--- config.mk ---
export PLATFORM = sky130hd
export DESIGN_NAME = led_pattern_gen
export DESIGN_NICKNAME = d
export VERILOG_FILES = /design/src/rtl/led_pattern_gen_pkg.sv /design/src/rtl/led_pattern_gen_tick_divider.sv /design/src/rtl/led_pattern_gen.sv
export SDC_FILE = /design/constraint.sdc
export NUM_CORES = 1
export LEC_CHECK = 0
export ABC_AREA = 1
export CAP_MARGIN = 25
export CORE_MARGIN = 1
export CORE_UTILIZATION = 60
export CTS_BUF_LIST = sky130_fd_sc_hd__clkbuf_2
export DETAILED_ROUTE_END_ITERATION = 10
export PLACE_DENSITY = 0.92
export SYNTH_ARGS = -nofsm -noshare
export SYNTH_HDL_FRONTEND = slang
export SYNTH_SLANG_ARGS = --single-unit
--- constraint.sdc ---
create_clock -name clk -period 1.8 [get_ports clk]
set_input_delay 0.36 -clock clk [delete_from_list [all_inputs] [get_ports clk]]
set_output_delay 0.36 -clock clk [all_outputs]
set_load 0.01 [all_outputs]
--- src/rtl/led_pattern_gen_pkg.sv ---
// Shared pattern-mode encoding, direction constants and per-mode start values
// for the LED pattern sequencer.
package led_pkg;

  typedef enum logic [1:0] {
    MODE_ROTATE = 2'd0,
    MODE_BOUNCE = 2'd1,
    MODE_COUNT  = 2'd2,
    MODE_FILL   = 2'd3
  } mode_t;

  localparam logic DIR_LEFT  = 1'b0;
  localparam logic DIR_RIGHT = 1'b1;

  // Start value of the LED bank when a mode is entered; only bit 0 can be set.
  function automatic logic [31:0] init_pattern(mode_t m);
    logic [31:0] v;
    v = 32'd0;
    case (m)
      MODE_ROTATE: v = 32'd1;
      MODE_BOUNCE: v = 32'd1;
      MODE_COUNT:  v = 32'd0;
      MODE_FILL:   v = 32'd0;
      default:     v = 32'd0;
    endcase
    return v;
  endfunction

endpackage

--- src/rtl/led_pattern_gen_tick_divider.sv ---
// Prescaler: counts enabled clk cycles and flags the terminal count as tick.
// tick is combinational from the counter, so the step lands on the same edge the counter wraps.
module tick_divider #(
  parameter int PRESCALE = 3000000,
  parameter int CNT_W    = (PRESCALE > 1) ? $clog2(PRESCALE) : 1
) (
  input  logic clk,
  input  logic reset,
  input  logic enable,
  input  logic clear,
  output logic tick
);

  localparam logic [CNT_W-1:0] TERM = CNT_W'(PRESCALE - 1);

  logic [CNT_W-1:0] pre_cnt_q;
  logic [CNT_W-1:0] pre_cnt_d;

  assign tick = enable && (pre_cnt_q == TERM);

  always_comb begin
    pre_cnt_d = pre_cnt_q;
    if (clear) begin
      pre_cnt_d = '0;
    end else if (enable) begin
      pre_cnt_d = tick ? '0 : pre_cnt_q + CNT_W'(1);
    end
  end

  always_ff @(posedge clk) begin
    if (!reset) begin
      pre_cnt_q <= '0;
    end else begin
      pre_cnt_q <= pre_cnt_d;
    end
  end

endmodule

--- src/rtl/led_pattern_gen.sv ---
// LED pattern sequencer (rotate / bounce / count / fill) stepped by a prescaler.
// Optional PWM dimming of the LED bank via `define LED_PATTERN_GEN_PWM_EN (adds duty input).
module led_pattern_gen
  import led_pkg::*;
#(
  parameter int NUM_LEDS = 4,
  parameter int PRESCALE = 3000000,
  parameter int PRE_W    = $clog2(PRESCALE)
) (
  input  logic                clk,
  input  logic                reset,
  input  logic                enable,
  input  logic [1:0]          mode,
  input  logic                dir,
`ifdef LED_PATTERN_GEN_PWM_EN
  input  logic [7:0]          duty,
`endif
  output logic [NUM_LEDS-1:0] leds,
  output logic                step_pulse
);

  localparam logic [NUM_LEDS-1:0] MSB_ONLY = {1'b1, {(NUM_LEDS-1){1'b0}}};

  mode_t               mode_q;
  logic [NUM_LEDS-1:0] pattern_q;
  logic [NUM_LEDS-1:0] pattern_d;
  logic                bounce_down_q;
  logic                bounce_down_d;
  logic                step_pulse_q;
  logic                mode_chg;
  logic                tick;

  assign mode_chg = (mode_t'(mode) != mode_q);

  tick_divider #(
    .PRESCALE (PRESCALE),
    .CNT_W    ((PRE_W < 1) ? 1 : PRE_W)
  ) u_tick_divider (
    .clk    (clk),
    .reset  (reset),
    .enable (enable),
    .clear  (mode_chg),
    .tick   (tick)
  );

  // Next pattern if a step were taken this cycle.
  always_comb begin
    pattern_d     = pattern_q;
    bounce_down_d = bounce_down_q;
    case (mode_q)
      MODE_ROTATE: begin
        if (dir == DIR_LEFT) begin
          pattern_d = {pattern_q[NUM_LEDS-2:0], pattern_q[NUM_LEDS-1]};
        end else begin
          pattern_d = {pattern_q[0], pattern_q[NUM_LEDS-1:1]};
        end
      end
      MODE_BOUNCE: begin
        if (!bounce_down_q) begin
          if (pattern_q[NUM_LEDS-1]) begin
            bounce_down_d = 1'b1;
            pattern_d     = pattern_q >> 1;
          end else begin
            pattern_d = pattern_q << 1;
          end
        end else begin
          if (pattern_q[0]) begin
            bounce_down_d = 1'b0;
            pattern_d     = pattern_q << 1;
          end else begin
            pattern_d = pattern_q >> 1;
          end
        end
      end
      MODE_COUNT: begin
        if (dir == DIR_LEFT) begin
          pattern_d = pattern_q + NUM_LEDS'(1);
        end else begin
          pattern_d = pattern_q - NUM_LEDS'(1);
        end
      end
      MODE_FILL: begin
        if (&pattern_q) begin
          pattern_d = '0;
        end else if (dir == DIR_LEFT) begin
          pattern_d = (pattern_q << 1) | NUM_LEDS'(1);
        end else begin
          pattern_d = (pattern_q >> 1) | MSB_ONLY;
        end
      end
      default: pattern_d = pattern_q;
    endcase
  end

  // A mode change outranks a coincident terminal count: the new mode restarts cleanly.
  always_ff @(posedge clk) begin
    if (!reset) begin
      mode_q        <= MODE_ROTATE;
      pattern_q     <= NUM_LEDS'(1);
      bounce_down_q <= 1'b0;
      step_pulse_q  <= 1'b0;
    end else if (mode_chg) begin
      mode_q        <= mode_t'(mode);
      pattern_q     <= NUM_LEDS'(init_pattern(mode_t'(mode)));
      bounce_down_q <= 1'b0;
      step_pulse_q  <= 1'b0;
    end else if (tick) begin
      pattern_q     <= pattern_d;
      bounce_down_q <= bounce_down_d;
      step_pulse_q  <= 1'b1;
    end else begin
      step_pulse_q  <= 1'b0;
    end
  end

  assign step_pulse = step_pulse_q;

`ifdef LED_PATTERN_GEN_PWM_EN
  logic [7:0] pwm_cnt_q;

  always_ff @(posedge clk) begin
    if (!reset) begin
      pwm_cnt_q <= 8'd0;
    end else begin
      pwm_cnt_q <= pwm_cnt_q + 8'd1;
    end
  end

  assign leds = pattern_q & {NUM_LEDS{pwm_cnt_q < duty}};
`else
  assign leds = pattern_q;
`endif

endmodule
### Yosys cells after proc, flatten, opt, wreduce, memory -nomap -nowiden

Cells that the tools add are included.

| operators by class | value |
|---|---|
| muxes and demuxes | 16 |
| bitwise operators | 1 |
| reduce and logical (&&, ||, !) cells | 9 |
| add/sub/neg operators | 3 |
| equal/unequal tests | 8 |

Operators with widths:

| cell | number |
|---|---|
| $mux 4 | 9 |
| $add 22x1->22 const B | 1 |
| $eq 22x22->1 const B | 1 |
| $mux 22 | 1 |
| $pmux 4 s4 | 1 |
| $eq 2x2->1 const B | 4 |
| $pmux 4 s2 | 1 |
| $reduce_or 2->1 | 3 |
| $add 4x1->4 const B | 1 |
| $eq 2x1->1 const B | 2 |
| $logic_not 2->1 | 2 |
| $mux 1 | 4 |
| $reduce_and 4->1 | 1 |
| $sub 4x1->4 const B | 1 |
| $ne 2x2->1 | 1 |
| $reduce_and 2->1 | 1 |
| $reduce_bool 2->1 | 1 |
| $logic_and 1x1->1 | 1 |
| $not 1->1 | 1 |

| storage, ports and cells | value |
|---|---|
| bits of input ports | 6 |
| output and inout bits | 5 |
| flip-flop bits (word level) | 30 |
| word-level logic and storage cells | 42 |

### Logic depth before layout (Yosys ltp)

Gate-level depths: netlist (run 1).

| logic depth | value |
|---|---|
| word-level depth | 5 |
| gate-level depth with buffers | 11 |
| gate-level depth less buffers | 11 |

### Cells and area by module

From an unflattened synthesis (run 1), not the netlist that was laid out.

| second synthesis, totals | value |
|---|---|
| cells, all modules | 326 |
| area, all modules | 1985.7 µm² |

By module, submodules not included:

| module | sequential area each (µm²) | times used | area an instance (µm²) | cells an instance |
|---|---|---|---|---|
| tick_divider | 440.4 | 1 | 1265.0 | 204 |
| led_pattern_gen | 160.2 | 1 | 720.7 | 122 |

### Worst setup path before layout (run 1)

No wires, ideal clock.

| timing path | value |
|---|---|
| path kind | register to register |
| start | register pattern_q[2], in the netlist leds[2] |
| end | register pattern_q[3], in the netlist leds[3] |
| path buffers | 0 |
| data required time | 1.687 ns |
| clock period less this slack | 1.525 ns |
| arrival | 1.411 ns |
| setup time | 0.113 ns |
| slack | 0.275 ns |
| cell stages (with the launch flop) | 10 |
| cells stage by stage | dfxtp_1 inv_1 ha_1 or2_2 nand2_1 nand2_1 nand3_1 nand2_1 nand3_1 nand2_1 |

| between the ends | value |
|---|---|
| cells in the longest elaborated chain, start to end | 5 |
| elaborated cells on any way between the ends | 13 |
| those cells by class | 2 x add/sub; 10 x mux; 1 x reduce/logical |

RTL lines:

| element | RTL line | text |
|---|---|---|
| start: declaration | led_pattern_gen.sv:25 | `logic [NUM_LEDS-1:0] pattern_q;` |
| start signal: assignment | led_pattern_gen.sv:104 | `pattern_q <= NUM_LEDS'(init_pattern(mode_t'(mode)));` |
| start signal: assignment | led_pattern_gen.sv:108 | `pattern_q <= pattern_d;` |
| $add 4x1->4 (tied with other cells) | led_pattern_gen.sv:77 | `pattern_d = pattern_q + NUM_LEDS'(1);` |
| $mux 4 (on tied branches) | led_pattern_gen.sv:76, led_pattern_gen.sv:59, led_pattern_gen.sv:83 |  |
| $pmux 4 s4 * | led_pattern_gen.sv:50 | `case (mode_q)` |
| $mux 4 * | led_pattern_gen.sv:107 | `end else if (tick) begin` |
| $mux 4 * | led_pattern_gen.sv:102 | `end else if (mode_chg) begin` |

Every way passes the cells marked *; elsewhere a longest branch is shown, timed or not. The select of a mux whose other input is x is not followed.
A chain may end at the register's enable or synchronous reset.

### Worst setup path after layout (run 1)

| timing path | value |
|---|---|
| start | register pattern_q[1], in the netlist leds[1] |
| end | output port leds[1] |

RTL lines:

| element | RTL line | text |
|---|---|---|
| end: declaration | led_pattern_gen.sv:18 | `output logic [NUM_LEDS-1:0] leds,` |

No word-level cell between the ends.

==> results of run 1 <==
==> layout make-up <==
cell class              instances  share of cell area
multi-input cells             252               0.517
inverters                      53              0.0872
clock inverters                 1             0.00164
flip-flops and latches         30               0.265
well taps                      44              0.0240
repair buffers                 25              0.0938
clock buffers                   5              0.0109
==> report_power, final <==
part	total (mW)	internal, mW	leakage [nW]	switching, mW
Clock	0.299	0.0770	0.0223	0.222
Combinational	0.151	0.0661	0.751	0.0849
Sequential	0.676	0.668	0.245	0.00758
Total	1.13	0.812	1.02	0.314
==> flip-flops by register name, summed over array words and instances, names as in the netlist <==
name / cells
u_tick_divider.pre_cnt_q: 22
mode_q: 2
bounce_down_q: 1
leds: 4
step_pulse: 1
==> Yosys cell counts (all sizes together) <==
library cell | number | share of area
o21ai | 12 | 0.030
nor2 | 62 | 0.13
a21oi | 9 | 0.022
nand3 | 21 | 0.055
xor2 | 1 | 0.0044
nor3b | 3 | 0.011
buf | 2 | 0.0094
nand4 | 10 | 0.031
nand2 | 110 | 0.21
or2 | 1 | 0.0031
nor3 | 12 | 0.030
clkinv | 1 | 0.0025
ha | 5 | 0.031
dfxtp | 30 | 0.30
inv | 52 | 0.097
clkbuf | 1 | 0.0019
nand3b | 1 | 0.0037
fa | 1 | 0.010
and3 | 2 | 0.0062
a31oi | 2 | 0.0062
==> layer usage <==
metal,global-route usage,wire length [um],vias up
met5,0,0,-
met1,0.404,2160,987
met4,0.113,82,0
li1,-,-,1113
met2,0.529,2290,85
met3,0.0649,341,10
==> cells by family (layout without fill, tap and decap cells) <==
kind of cell / after synthesis / after routing / synth area share
xor gates and xnor gates: 1 / 1 / 0.00437
and+or+nand+nor: 222 / 222 / 0.485
buffers and inverters: 56 / 84 / 0.111
adders and majority gates: 6 / 6 / 0.0412
AOI/OAI and AO/OA: 23 / 23 / 0.0587
DFF: 30 / 30 / 0.300
==> per-stage QoR <==
| step | instance area [um^2] | cells | setup WS [ps] | util |
|---|---|---|---|---|
| floorplan | 2000 | 338 | 275 | - |
| global placement | 2250 | 404 | -216 | 0.725 |
| detailed placement | 2250 | 404 | -260 | 0.725 |
| CTS | 2280 | 410 | 30.0 | 0.735 |
| global route | 2290 | 410 | 14.7 | 0.740 |
| finish | 2290 | 410 | 86.8 | 0.740 |
==> how the worst max path moves through the flow <==
stage                                      startpoint                           end  slack, ps  cells past startpoint
after detailed placement                          dir                       leds[2]       -260                     11
final                                         leds[1]                       leds[1]         90                      1
after floorplan                               leds[2]                       leds[3]        280                      9
after global routing      u_tick_divider.pre_cnt_q[0]  u_tick_divider.pre_cnt_q[12]         10                      8
after CTS                                     leds[2]                       leds[2]         30                      2
after global placement                            dir                       leds[2]       -220                     11
==> repair_timing <==
item,CTS,global route
cloned,0,0
pin swaps,0,1
resized for setup,2,6
endpoints found under the setup margin,2,4
buffers inserted,0,0
==> results.sh, run 1 <==
export IMPL_tns_ps=0
export IMPL_initial_core_util=0.646
export IMPL_coreArea_um2=3100
export IMPL_min_period_ps=1710
export IMPL_fin_worst_skew_ps=24.5
export IMPL_cpPeakStageDelay_ps=560
export IMPL_drt_iter0_drc=186
export IMPL_leakagePower_nw=1.02
export IMPL_syn2layout_area_growth_pct=14.5
export IMPL_setup_viol_count_final=0
export IMPL_insertedDiodeCount=0
export IMPL_layout_commonest_cell="nand2_1"
export IMPL_final_cell_mix="105 x nand2_1, 57 x nor2_1, 50 x inv_1"
export IMPL_hp_start="u_tick_divider.pre_cnt_q[1]"
export IMPL_r2r_end="u_tick_divider.pre_cnt_q[12]"
export IMPL_synth_area_um2=2000
export IMPL_syn_inst=338
export IMPL_wl_um=4870
export IMPL_crit_path_end_kind="output port"
export IMPL_max_freq_ghz=0.584
export IMPL_worstPathMaxFanout=6
export IMPL_path_cells="clkdlybuf4s50_1"
export IMPL_vias_per_cell=5.35
export IMPL_synth_avg_cell_area_um2=5.93
export IMPL_syn_num_nets=350
export IMPL_timing_max_slew_rel_slack=0.654
export IMPL_ir_worst_vdd_mv=0.488
export IMPL_multi_input_area_um2=1190
export IMPL_crit_buf_inv=1
export IMPL_cts_buffers=5
export IMPL_die_area_um2=3580
export IMPL_worst_pin_slew_ps=515
export IMPL_dp_hpwl_um=3850
export IMPL_clk_pin_slew_ps=150
export IMPL_drv_slew=0
export IMPL_reg2reg_from="u_tick_divider.pre_cnt_q[0]"
export IMPL_seq_area_um2=608
export IMPL_yosysUniqueCellTypes=27
export IMPL_period_share=0.952
export IMPL_cts_buffer_depth=2
export IMPL_worst_r2r_cell_count=8
export IMPL_holdPathStages=2
export IMPL_grt_pass1_vias=1972
export IMPL_fp_dieW_um=59.8
export IMPL_grt_max_degree=16
export IMPL_crit_required_ps=1440
export IMPL_crit_family="buffers and inverters"
export IMPL_maxCapViolCount=0
export IMPL_cts_sink_count=30
export IMPL_reg2reg_slack_ps=160
export IMPL_fp_row_count=20
export IMPL_arrival_ps=1350
export IMPL_wire_per_inst_um=11.9
export IMPL_fillCellCount=277
export IMPL_io_pins=11
export IMPL_drcViolationCount=0
export IMPL_grt_overflow=0
export IMPL_vias=2195
export IMPL_antenna_found_initial=0
export IMPL_first_pass_iters=5
export IMPL_min_to="u_tick_divider.pre_cnt_q[1]"
export IMPL_yosysSeqAreaShare=0.300
export IMPL_gp_congestion=0.960
export IMPL_ys_ff_latch=30
export IMPL_crit_slowest_cell="clkdlybuf4s50_1"
export IMPL_layout_drive_gt1_share=0.112
export IMPL_grt_use_total=0.317
export IMPL_rsz0062_at_grt="no"
export IMPL_worst_hold_slack_ps=503
export IMPL_cts_max_level=2
export IMPL_hold_viol=0
export IMPL_die_y_um=59.8
export IMPL_postCtsHoldBufs=0
export IMPL_clock_latency_ps=370
export IMPL_power_density_nw_per_um2=490
export IMPL_grt_first_pass_wirelength_um=8400
export IMPL_root_buffer="clkbuf_2"
export IMPL_hold_path_class="register to register"
export IMPL_ys_warn_count=0
export IMPL_power_mw=1.13
export IMPL_worstSetupStartpointType="register"
export IMPL_cts_tree="done"
export IMPL_path_class="register to output port"
export IMPL_nNetsFinal=379
export IMPL_port_buffers=10
export IMPL_status="finished clean"
export IMPL_ant_nets=0
(Power assumes the default switching activity.)
==> inputs of run 2 (changes only) <==
--- a/config.mk
+++ b/config.mk
@@ -8,10 +8,9 @@
 export ABC_AREA = 1
 export CAP_MARGIN = 25
 export CORE_MARGIN = 1
-export CORE_UTILIZATION = 60
-export CTS_BUF_LIST = sky130_fd_sc_hd__clkbuf_2
+export CORE_UTILIZATION = 59
 export DETAILED_ROUTE_END_ITERATION = 10
-export PLACE_DENSITY = 0.92
+export PLACE_DENSITY = 0.91
 export SYNTH_ARGS = -nofsm -noshare
 export SYNTH_HDL_FRONTEND = slang
 export SYNTH_SLANG_ARGS = --single-unit
==> results.sh, run 2 (synthesis results as in run 1) <==
export IMPL_drv_slew=0
export IMPL_grt_pass1_vias=1884
export IMPL_drcViolationCount=0
export IMPL_timing_max_slew_rel_slack=0.675
export IMPL_final_cell_mix="105 x nand2_1, 57 x nor2_1, 50 x inv_1"
export IMPL_dp_hpwl_um=3810
export IMPL_worst_pin_slew_ps=483
export IMPL_cts_resized=1
export IMPL_wire_per_inst_um=11.7
export IMPL_ant_nets=0
export IMPL_initial_core_util=0.641
export IMPL_io_pins=11
export IMPL_path_class="register to output port"
export IMPL_postCtsHoldBufs=0
export IMPL_crit_path_end_kind="output port"
export IMPL_crit_buf_inv=1
export IMPL_die_area_um2=3630
export IMPL_drt_iter0_drc=194
export IMPL_crit_required_ps=1440
export IMPL_setup_viol_count_final=0
export IMPL_leakagePower_nw=1.02
export IMPL_fillCellCount=253
export IMPL_hp_start="u_tick_divider.pre_cnt_q[21]"
export IMPL_r2r_end="u_tick_divider.pre_cnt_q[14]"
export IMPL_cts_sink_count=30
export IMPL_port_buffers=10
export IMPL_cts_buffers=5
export IMPL_cts_max_level=2
export IMPL_crit_slowest_cell="clkdlybuf4s50_1"
export IMPL_worstPathMaxFanout=6
export IMPL_grt_overflow=0
export IMPL_min_period_ps=1740
export IMPL_status="finished clean"
export IMPL_grt_use_total=0.296
export IMPL_min_to="u_tick_divider.pre_cnt_q[21]"
export IMPL_fp_dieW_um=60.3
export IMPL_root_buffer="clkbuf_4"
export IMPL_power_density_nw_per_um2=589
export IMPL_max_freq_ghz=0.574
export IMPL_gp_congestion=0.964
export IMPL_layout_commonest_cell="nand2_1"
export IMPL_first_pass_iters=5
export IMPL_rsz0062_at_grt="no"
export IMPL_path_cells="clkdlybuf4s50_1"
export IMPL_antenna_found_initial=0
export IMPL_worstSetupStartpointType="register"
export IMPL_holdPathStages=2
export IMPL_fin_util=0.744
export IMPL_layout_drive_gt1_share=0.101
export IMPL_grt_first_pass_wirelength_um=7920
export IMPL_maxCapViolCount=0
export IMPL_nNetsFinal=379
export IMPL_largest_register="u_tick_divider.pre_cnt_q"
export IMPL_vias_per_cell=5.23
export IMPL_clock_latency_ps=340
export IMPL_largest_reg_flops=22
export IMPL_fin_worst_skew_ps=9.04
export IMPL_wl_um=4810
export IMPL_coreArea_um2=3130
export IMPL_period_share=0.967
export IMPL_crit_family="buffers and inverters"
export IMPL_fp_row_count=20
export IMPL_vias=2155
export IMPL_worst_hold_slack_ps=531
export IMPL_die_y_um=60.3
export IMPL_grt_max_degree=16
export IMPL_syn2layout_area_growth_pct=16.0
export IMPL_insertedDiodeCount=0
export IMPL_clk_pin_slew_ps=100
export IMPL_cpPeakStageDelay_ps=580
export IMPL_cts_setup_buffers=0
export IMPL_reg2reg_from="u_tick_divider.pre_cnt_q[1]"
export IMPL_reg2reg_slack_ps=170
export IMPL_ir_worst_vdd_mv=0.536
export IMPL_worst_r2r_cell_count=8
export IMPL_arrival_ps=1380
export IMPL_hold_viol=0
export IMPL_cts_buffer_depth=2
export IMPL_cts_tree="done"
export IMPL_hold_path_class="register to register"
[run 2: how the worst max path moves through the flow]
stage,startpoint,to,slack [ps],cells after the start
after floorplan,leds[2],leds[3],280,9
after detailed placement,dir,leds[1],-260,9
after CTS,leds[1],leds[1],50,1
after global placement,dir,leds[2],-220,11
final,leds[1],leds[1],60,1
after global routing,leds[1],leds[1],10,1
[run 2: routing by layer]
layer / track usage / share of wire
met5: 0 / 0
met3: 0.0671 / 0.076
met4: 0.116 / 0.019
met1: 0.382 / 0.45
met2: 0.473 / 0.46
[run 2: layout make-up]
cell class,count,area (um^2),area share
multi-input cells,252,1180,0.508
flip-flops and latches,30,602,0.259
repair buffers,25,213,0.0914
inverters,53,200,0.0861
well taps,44,55.1,0.0237
clock buffers,7,45.0,0.0194
clock inverters,1,30.0,0.0129
[run 2: where the power goes]
group | switching [mW] | internal [mW]
sequential | 0.00723 | 0.669
clock | 0.250 | 0.295
combinational | 0.0842 | 0.0656
[run 2: stage by stage]
stage	power [mW]	setup TNS, ps	cell area (um^2)	std cells	setup slack, ps
4_1_cts	1.37	0	2330	412	53.1
5_1_grt	1.43	0	2330	412	10.2
3_3_place_gp	0.835	-755	2250	404	-217
6_report	1.37	0	2330	412	58.8
2_1_floorplan	0.773	0	2000	338	275
3_5_place_dp	0.839	-1460	2250	404	-263
==> inputs of run 3 (changes only) <==
--- a/config.mk
+++ b/config.mk
@@ -7,10 +7,10 @@
 export LEC_CHECK = 0
 export ABC_AREA = 1
 export CAP_MARGIN = 25
+export CORE_ASPECT_RATIO = 1.75
 export CORE_MARGIN = 1
-export CORE_UTILIZATION = 59
+export CORE_UTILIZATION = 38
 export DETAILED_ROUTE_END_ITERATION = 10
-export PLACE_DENSITY = 0.91
 export SYNTH_ARGS = -nofsm -noshare
 export SYNTH_HDL_FRONTEND = slang
 export SYNTH_SLANG_ARGS = --single-unit
==> results.sh, run 3 (synthesis results as in run 1) <==
export IMPL_status="complete, but fails checks"
export IMPL_violations="design-rule violations"
export IMPL_ant_nets=0
export IMPL_fillCellCount=555
export IMPL_drv_slew=0
export IMPL_arrival_ps=1350
export IMPL_max_freq_ghz=0.583
export IMPL_root_buffer="clkbuf_8"
export IMPL_fp_dieW_um=56.9
export IMPL_crit_buf_inv=1
export IMPL_grt_first_pass_wirelength_um=9180
export IMPL_path_class="register to output port"
export IMPL_vias_per_cell=4.96
export IMPL_setup_viol_count_final=0
export IMPL_timing_max_slew_rel_slack=0.687
export IMPL_seqPwrFrac=0.485
export IMPL_insertedDiodeCount=0
export IMPL_gp_congestion=0.929
export IMPL_antenna_found_initial=0
export IMPL_die_area_um2=5580
export IMPL_postCtsHoldBufs=0
export IMPL_leakagePower_nw=1.06
export IMPL_grt_max_degree=16
export IMPL_maxCapViolCount=0
export IMPL_grt_use_total=0.213
export IMPL_fin_area_um2=2400
export IMPL_cts_tree="done"
export IMPL_hold_viol=0
export IMPL_period_share=0.952
export IMPL_grt_pass1_vias=2080
export IMPL_wl_um=5320
export IMPL_path_cells="clkdlybuf4s50_1"
export IMPL_worstPathMaxFanout=6
export IMPL_placed_cell_area_um2=2300
export IMPL_cts_buffers=5
export IMPL_largest_register="u_tick_divider.pre_cnt_q"
export IMPL_vias=2119
export IMPL_layout_drive_gt1_share=0.115
export IMPL_crit_required_ps=1440
export IMPL_drcViolationCount=4
export IMPL_cts_buffer_depth=2
export IMPL_worst_pin_slew_ps=466
export IMPL_crit_slowest_cell="clkdlybuf4s50_1"
export IMPL_min_period_ps=1710
export IMPL_power_mw=1.40
export IMPL_grt_overflow=0
export IMPL_first_pass_iters=7
export IMPL_p_sw_frac=0.253
export IMPL_wire_per_inst_um=12.4
export IMPL_final_cell_mix="105 x nand2_1, 57 x nor2_1, 50 x inv_1"
export IMPL_layout_commonest_cell="nand2_1"
export IMPL_nNetsFinal=384
export IMPL_dp_hpwl_um=4270
export IMPL_syn2layout_area_growth_pct=19.7
export IMPL_fin_worst_skew_ps=6.68
export IMPL_io_pins=11
export IMPL_cts_max_level=2
export IMPL_cts_sink_count=30
export IMPL_coreArea_um2=5020
export IMPL_power_internal_mw=1.05
export IMPL_largest_reg_flops=22
export IMPL_drt_iter0_drc=83
export IMPL_clk_pin_slew_ps=70
export IMPL_crit_family="buffers and inverters"
export IMPL_p_comb_frac=0.109
export IMPL_clock_power_share=0.407
export IMPL_rsz0062_at_grt="no"
export IMPL_power_density_nw_per_um2=583
export IMPL_clock_latency_ps=280
export IMPL_worstSetupStartpointType="register"
export IMPL_switching_power_mw=0.354
export IMPL_ir_worst_vdd_mv=0.491
export IMPL_initial_core_util=0.399
export IMPL_fp_row_count=34
export IMPL_die_y_um=98.1
export IMPL_port_buffers=10
export IMPL_hold_path_class="register to register"
export IMPL_cpPeakStageDelay_ps=600
export IMPL_crit_path_end_kind="output port"
==> run 3: cell types whose count changed in the layout (fill, tap and decap cells not counted), sizes merged <==
cell           previous run  this run
buf                      15        20
dlymetal6s2s              0         1
clkinv                    1         2
clkdlybuf4s50            10         9
bufinv                    1         0
==> run 3: per-stage QoR <==
step | setup TNS (ps) | utilization | cells | setup slack (ps) | hold WS (ps)
after CTS | 0 | 0.476 | 427 | 49.8 | 540
final | 0 | 0.478 | 427 | 85.8 | 529
after global placement | -1410 | 0.458 | 419 | -193 | 521
after floorplan | 0 | - | 338 | 275 | 453
after global routing | 0 | 0.478 | 427 | 6.20 | 552
after detailed placement | -1520 | 0.458 | 419 | -219 | 532
==> run 3: final cells by class <==
| type | count | area (um^2) | share of cell area |
|---|---|---|---|
| Multi-Input combinational cell | 252 | 1180 | 0.492 |
| Sequential cell | 30 | 602 | 0.251 |
| Timing Repair Buffer | 30 | 256 | 0.107 |
| Inverter | 53 | 200 | 0.0835 |
| Clock buffer | 7 | 86.3 | 0.0360 |
| Tap cell | 54 | 67.6 | 0.0282 |
| Clock inverter | 1 | 5.00 | 0.00209 |
==> run 3: repair_timing <==
item | CTS | global route
gates resized for setup | 0 | 3
hold endpoints to repair | 0 | 0
endpoints found under the setup margin | 0 | 3
buffers inserted | 0 | 0
==> run 3: worst paths after layout <==
| path | slack [ps] | cells past startpoint | endpoint | start |
|---|---|---|---|---|
| max | 90 | 1 | leds[0] | leds[0] |
| min | 530 | 2 | leds[3] | leds[3] |
| max reg2reg | 130 | 8 | u_tick_divider.pre_cnt_q[12] | u_tick_divider.pre_cnt_q[0] |
| min reg2reg | 530 | 2 | leds[3] | leds[3] |
==> run 3: power by group through the flow <==
| stage | registers [mW] | clock network, mW | logic (mW) |
|---|---|---|---|
| 2_1_floorplan | 0.693 | 0 | 0.0807 |
| 3_3_place_gp | 0.693 | 0 | 0.152 |
| 3_5_place_dp | 0.693 | 0 | 0.151 |
| 4_1_cts | 0.678 | 0.584 | 0.152 |
| 5_1_grt | 0.679 | 0.615 | 0.171 |
| 6_report | 0.678 | 0.569 | 0.152 |
==> run 3: per-layer routing <==
metal  vias up  global-route usage  routed length, um
met3        20              0.0278                124
met5         -                   0                  0
met1       938               0.202               2000
met2        42               0.405               2910
met4         0               0.144                285
li1       1119                   -                  -
